<file path="config.mk">
export PLATFORM = sky130hd
export DESIGN_NAME = data_memory_sized
export DESIGN_NICKNAME = d
export VERILOG_FILES = /design/src/rtl/data_mem_pkg.sv /design/src/rtl/load_align_ext.sv /design/src/rtl/data_memory_sized.sv
export SDC_FILE = /design/constraint.sdc
export NUM_CORES = 2
export LEC_CHECK = 0
export BUFFER_PORTS_ARGS = -buffer_cell sky130_fd_sc_hd__buf_2
export CAP_MARGIN = 20
export CORE_UTILIZATION = 55
export CTS_BUF_LIST = sky130_fd_sc_hd__clkbuf_2 sky130_fd_sc_hd__clkbuf_4 sky130_fd_sc_hd__clkbuf_8
export DETAILED_ROUTE_END_ITERATION = 7
export PLACE_DENSITY = 0.79
export SLEW_MARGIN = 20
export SYNTH_ARGS = -nofsm -noshare
export SYNTH_HDL_FRONTEND = slang
export SYNTH_SLANG_ARGS = --single-unit
</file>
<file path="constraint.sdc">
create_clock -name clk -period 6.5 [get_ports clk]
set_input_delay 0.65 -clock clk [delete_from_list [all_inputs] [get_ports clk]]
set_output_delay 0.65 -clock clk [all_outputs]
set_load 0.005 [all_outputs]
</file>
<file path="src/rtl/data_mem_pkg.sv">
// Shared definitions for the sized data memory:
// access-size encodings, FSM states and the store lane mask.
package data_mem_pkg;

    localparam logic [1:0] SIZE_BYTE = 2'b00;
    localparam logic [1:0] SIZE_HALF = 2'b01;
    localparam logic [1:0] SIZE_WORD = 2'b10;

    typedef enum logic {
        CLEAR,
        READY
    } state_t;

    function automatic logic [3:0] lane_mask(
        input logic [1:0] size,
        input logic [1:0] off
    );
        logic [3:0] m;
        m = 4'b0000;
        case (size)
            SIZE_BYTE: m = 4'b0001 << off;
            SIZE_HALF: m = off[1] ? 4'b1100 : 4'b0011;
            SIZE_WORD: m = 4'b1111;
            default:   m = 4'b0000;
        endcase
        return m;
    endfunction

endpackage

</file>
<file path="src/rtl/load_align_ext.sv">
// Extracts a byte/half/word from a 32-bit word and sign/zero-extends it.
// Purely combinational so the cache fill path can share it.
module load_align_ext
    import data_mem_pkg::*;
(
    input  logic [31:0] i_word,
    input  logic [1:0]  i_off,
    input  logic [1:0]  i_size,
    input  logic        i_unsigned,
    output logic [31:0] o_data
);

    logic [7:0]  w_byte;
    logic [15:0] w_half;

    always_comb begin
        w_byte = i_word[7:0];
        case (i_off)
            2'd0: w_byte = i_word[7:0];
            2'd1: w_byte = i_word[15:8];
            2'd2: w_byte = i_word[23:16];
            2'd3: w_byte = i_word[31:24];
            default: w_byte = i_word[7:0];
        endcase
    end

    assign w_half = i_off[1] ? i_word[31:16] : i_word[15:0];

    always_comb begin
        o_data = i_word;
        case (i_size)
            SIZE_BYTE: o_data = {{24{~i_unsigned & w_byte[7]}}, w_byte};
            SIZE_HALF: o_data = {{16{~i_unsigned & w_half[15]}}, w_half};
            default:   o_data = i_word;
        endcase
    end

endmodule

</file>
<file path="src/rtl/data_memory_sized.sv">
// Byte-addressed little-endian data memory for the MEM stage with
// registered reads, post-reset clearing FSM and access error flags.
module data_memory_sized
    import data_mem_pkg::*;
#(
    parameter int DEPTH       = 64,
    parameter int ADDR_WIDTH  = 32,
    parameter bit WRITE_FIRST = 1'b1
) (
    input  logic                  clk,
    input  logic                  resetN,
    input  logic [ADDR_WIDTH-1:0] address,
    input  logic [31:0]           writeData,
    input  logic                  memWrite,
    input  logic                  memRead,
    input  logic [1:0]            accessSize,
    input  logic                  loadUnsigned,
    output logic [31:0]           readData,
    output logic                  readValid,
    output logic                  misaligned,
    output logic                  outOfRange,
    output logic                  busy
);

    localparam int IW = $clog2(DEPTH);

    state_t          r_state;
    logic [IW-1:0]   r_clrCnt;
    logic [31:0]     r_mem [DEPTH];
    logic [31:0]     r_readData;
    logic            r_readValid;
    logic            r_mis;
    logic            r_oor;

    logic [IW-1:0]   w_idx;
    logic            w_oor;
    logic            w_mis;
    logic            w_err;
    logic            w_ready;
    logic            w_acc;
    logic            w_we;
    logic [3:0]      w_mask;
    logic [31:0]     w_bits;
    logic [31:0]     w_wdata;
    logic [31:0]     w_old;
    logic [31:0]     w_new;
    logic [31:0]     w_src;
    logic [31:0]     w_ld;

    assign w_idx = address[IW+1:2];
    assign w_oor = |address[ADDR_WIDTH-1:IW+2];

    always_comb begin
        w_mis = 1'b1;
        case (accessSize)
            SIZE_BYTE: w_mis = 1'b0;
            SIZE_HALF: w_mis = address[0];
            SIZE_WORD: w_mis = |address[1:0];
            default:   w_mis = 1'b1;
        endcase
    end

    assign w_err   = w_mis | w_oor;
    assign w_ready = (r_state == READY);
    assign w_acc   = w_ready & (memRead | memWrite);
    assign w_we    = w_ready & memWrite & ~w_err;

    assign w_mask = lane_mask(accessSize, address[1:0]);
    assign w_bits = {{8{w_mask[3]}}, {8{w_mask[2]}},
                     {8{w_mask[1]}}, {8{w_mask[0]}}};

    always_comb begin
        w_wdata = writeData;
        case (accessSize)
            SIZE_BYTE: w_wdata = {4{writeData[7:0]}};
            SIZE_HALF: w_wdata = {2{writeData[15:0]}};
            default:   w_wdata = writeData;
        endcase
    end

    assign w_old = r_mem[w_idx];
    assign w_new = (w_old & ~w_bits) | (w_wdata & w_bits);
    // Write-first returns the merged word when this cycle also stores.
    assign w_src = (WRITE_FIRST && w_we) ? w_new : w_old;

    load_align_ext u_ext (
        .i_word     (w_src),
        .i_off      (address[1:0]),
        .i_size     (accessSize),
        .i_unsigned (loadUnsigned),
        .o_data     (w_ld)
    );

    always_ff @(posedge clk) begin
        if (r_state == CLEAR) begin
            r_mem[r_clrCnt] <= '0;
        end else if (w_we) begin
            r_mem[w_idx] <= w_new;
        end
    end

    always_ff @(posedge clk or negedge resetN) begin
        if (!resetN) begin
            r_state     <= CLEAR;
            r_clrCnt    <= '0;
            r_readData  <= '0;
            r_readValid <= 1'b0;
            r_mis       <= 1'b0;
            r_oor       <= 1'b0;
        end else begin
            case (r_state)
                CLEAR: begin
                    r_readValid <= 1'b0;
                    r_mis       <= 1'b0;
                    r_oor       <= 1'b0;
                    r_clrCnt    <= r_clrCnt + 1'b1;
                    if (r_clrCnt == IW'(DEPTH - 1)) begin
                        r_state <= READY;
                    end
                end
                READY: begin
                    r_readValid <= memRead;
                    r_mis       <= w_acc & w_mis;
                    r_oor       <= w_acc & w_oor;
                    if (memRead) begin
                        r_readData <= w_err ? 32'd0 : w_ld;
                    end
                end
                default: r_state <= CLEAR;
            endcase
        end
    end

    assign readData   = r_readData;
    assign readValid  = r_readValid;
    assign misaligned = r_mis;
    assign outOfRange = r_oor;
    assign busy       = (r_state == CLEAR);

endmodule
</file>
==> flow_metrics.tcl <==
set metrics [dict create \
    status "complete, no violations" \
    seq_area_mm2 0.0626 \
    setup_viol 0 \
    critPathKind "flip-flop to flip-flop" \
    fin_skew_ps 78.7 \
    cellPowerDensity_mw_per_mm2 280 \
    peakVddDrop_mv 0.233 \
    synth_edf_count 2048 \
    drtAntennaViolNets 0 \
    routed_via_density 6.96 \
    synth_fp_nets 4050 \
    grt_max_degree 88 \
    rsz0062_at_grt "no" \
    antenna_found_initial 8 \
    crit_path_start_kind "flip-flop" \
    fin_setup_tns_ps 0 \
    cp.arrival_ps 4990 \
    ys_top_cells_by_count "2,048 x edfxtp_1, 458 x mux4_2, 242 x mux2i_1, 169 x nor2_1, 150 x nand2_1" \
    seq_area_frac_synth_pct 75.9 \
    finalHoldViolations 0 \
    dr.pass1.iters 6 \
    grt_pass1_wl_um 325000 \
    critPathMaxFanout 17 \
    num_rows 141 \
    cts-buffers-inserted 327 \
    max-cap-violations 0 \
    wl_per_cell_um 35.7 \
    htreeDepth 5 \
    numPortBuffers 106 \
    ios 107 \
    pre_cts_ws_ps 943 \
    layout.cells.non_filler 6537 \
    fin_crit_ps 4350 \
    die_area_mm2 0.151 \
    final_util_pct 62.9 \
    nets 4450 \
    grt-ovfl-total 0 \
    drcViolationCount 0 \
    synth_top_area_share_pct 74.7 \
    worst_slack_ps 2150 \
    synth_area_mm2 0.0824 \
    synthFlopType "edfxtp_1" \
    synth_cell_type_count 76 \
    grt_pass1_vias 44600 \
    synthArstFlopShare_pct 2.01 \
    die_x_um 389 \
    fp.coreArea_mm2 0.148 \
    area_delta_synth_final_pct 13.1 \
    place_inst 5968 \
    slew_headroom_pct 12.0 \
    ys_ff_latch 2090 \
    yosys_warnings 0 \
    grt_usage_pct 30.8 \
    cts_sinks 2090 \
    root_buffer "clkbuf_8" \
    clkLatencyLatePin_ps 1040 \
    ctsLongestPathBuffers 4 \
    dp_hpwl_um 138000 \
    synth_most_common_cell "edfxtp_1" \
    chipHeight_um 389 \
    worst_pin_slew_ps 1320 \
    hold_path.class "primary input to flip-flop" \
    drive_gt1_share_pct 30.1 \
    yosysTopAreaCell "edfxtp_1" \
    initial_core_util_pct 55.6 \
    dr_total_vias 45500 \
    endpoint_kind "flip-flop" \
    fill_cells 9372 \
    multi_input_area_mm2 0.0193 \
    whs_ps 82.3 \
    fmax_mhz 230 \
    cts_tree "built" \
    clkTransAtPathRegs_ps 70 \
    syn_inst 3978 \
    synthTopCellsByArea "edfxtp_1 75%, mux4_2 13%, mux2i_1 2.9%" \
    leakagePower_nw 25.3 \
    drt-total-wl_um 233000 \
    drt_iter0_drc 7615 \
    slew_viol_final 0 \
    required_ps 7140 \
    gp_congestion 0.983 \
    final.period_utilization_pct 67.0 \
    avgSynthCellArea_um2 20.7 \
    post_cts_resized 0 \
]
==> registers in the layout, summed over array words and instances, names as in the netlist <==
signal	cells
misaligned	1
outOfRange	1
r_clrCnt	6
r_mem	2048
r_state	1
readData	32
readValid	1
==> worst paths after layout <==
| check | start | to | slack (ps) | cells past startpoint |
|---|---|---|---|---|
| setup reg to reg | r_state$_DFF_PN0_ | r_mem[5][2]$_DFFE_PP_ | 2150 | 6 |
| hold / removal | address[0] | readData[2]$_DFFE_PN0P_ | 80 | 3 |
| hold reg to reg | readData[8]$_DFFE_PN0P_ | readData[8]$_DFFE_PN0P_ | 490 | 2 |
| min in group asynchronous | resetN | outOfRange$_DFF_PN0_ | 330 | 2 |
| setup / recovery | r_state$_DFF_PN0_ | r_mem[5][2]$_DFFE_PP_ | 2150 | 6 |
| max in group asynchronous | resetN | readData[0]$_DFFE_PN0P_ | 5510 | 2 |
==> area by class of cell <==
| class | count | share of cell area [%] |
|---|---|---|
| antenna | 4 | 0.0107 |
| clock buffer | 433 | 5.72 |
| clock inverter | 121 | 0.866 |
| inverter | 16 | 0.0671 |
| multi-input combinational | 1643 | 20.7 |
| sequential | 2090 | 67.1 |
| tap | 1930 | 2.59 |
| timing repair buffer | 300 | 2.94 |
==> report_power, final <==
group          switching (mW)  leakage (nW)  total, mW  internal (mW)
Clock                    4.93          3.24       10.7           5.74
Sequential                  0          14.8       14.6           14.6
Combinational           0.604          7.19      0.905          0.301
==> stage by stage <==
step / power (mW) / cell area, um^2
6_report: 26.1 / 93200
3_5_place_dp: 15.7 / 86900
3_3_place_gp: 15.7 / 86700
2_1_floorplan: 15.4 / 82400
5_1_grt: 26.7 / 93200
4_1_cts: 26.1 / 93100
==> cells by family after synthesis <==
kind of cell | count (synthesis) | synth area share (%)
flops | 2090 | 75.9
mux | 736 | 16.1
simple gates | 505 | 2.79
compound gates | 396 | 3.43
buf+inv | 245 | 1.64
xor+xnor | 5 | 0.0532
fa+ha+maj | 1 | 0.0152
==> cells in the final DEF, fill, tap and decap left out, types with 16 or more instances in the layout <==
cell,netlist,layout
buf_12,2,50
clkbuf_8,0,333
a22o_1,33,33
o211ai_1,16,16
nand3_1,55,55
a31oi_1,23,23
edfxtp_1,2048,2048
nor2_1,169,88
o21ai_0,29,28
clkbuf_4,0,101
mux4_2,458,458
nor2b_1,22,19
mux2_2,24,24
a21oi_1,67,61
buf_2,55,103
a221oi_1,31,29
mux2i_1,242,242
a22oi_1,102,102
dfrtp_1,42,42
nor2_4,1,82
clkinv_1,1,75
clkinv_2,0,28
buf_4,33,132
nand2_1,150,150
==> critical path, cell delays in order (launching register included) <==
cell      delay [ps]
dfrtp_1          610
nand4_1          300
or3_4            510
a21oi_1          520
nand2b_1         650
nor2_4           830
buf_4            500
==> routing by layer <==
layer,global-route usage [%],vias to the layer above,wire length [um]
li1,-,17400,-
met1,40.9,23100,78200
met2,45.9,4138,105000
met3,9.97,754,36200
met4,16.1,10,13500
met5,0,-,69
==> repair_timing <==
action                    in CTS  in global routing
hold buffers                   8                  0
setup buffers                  0                  0
hold endpoints to repair      49                  0
(Power assumes the default switching activity.)
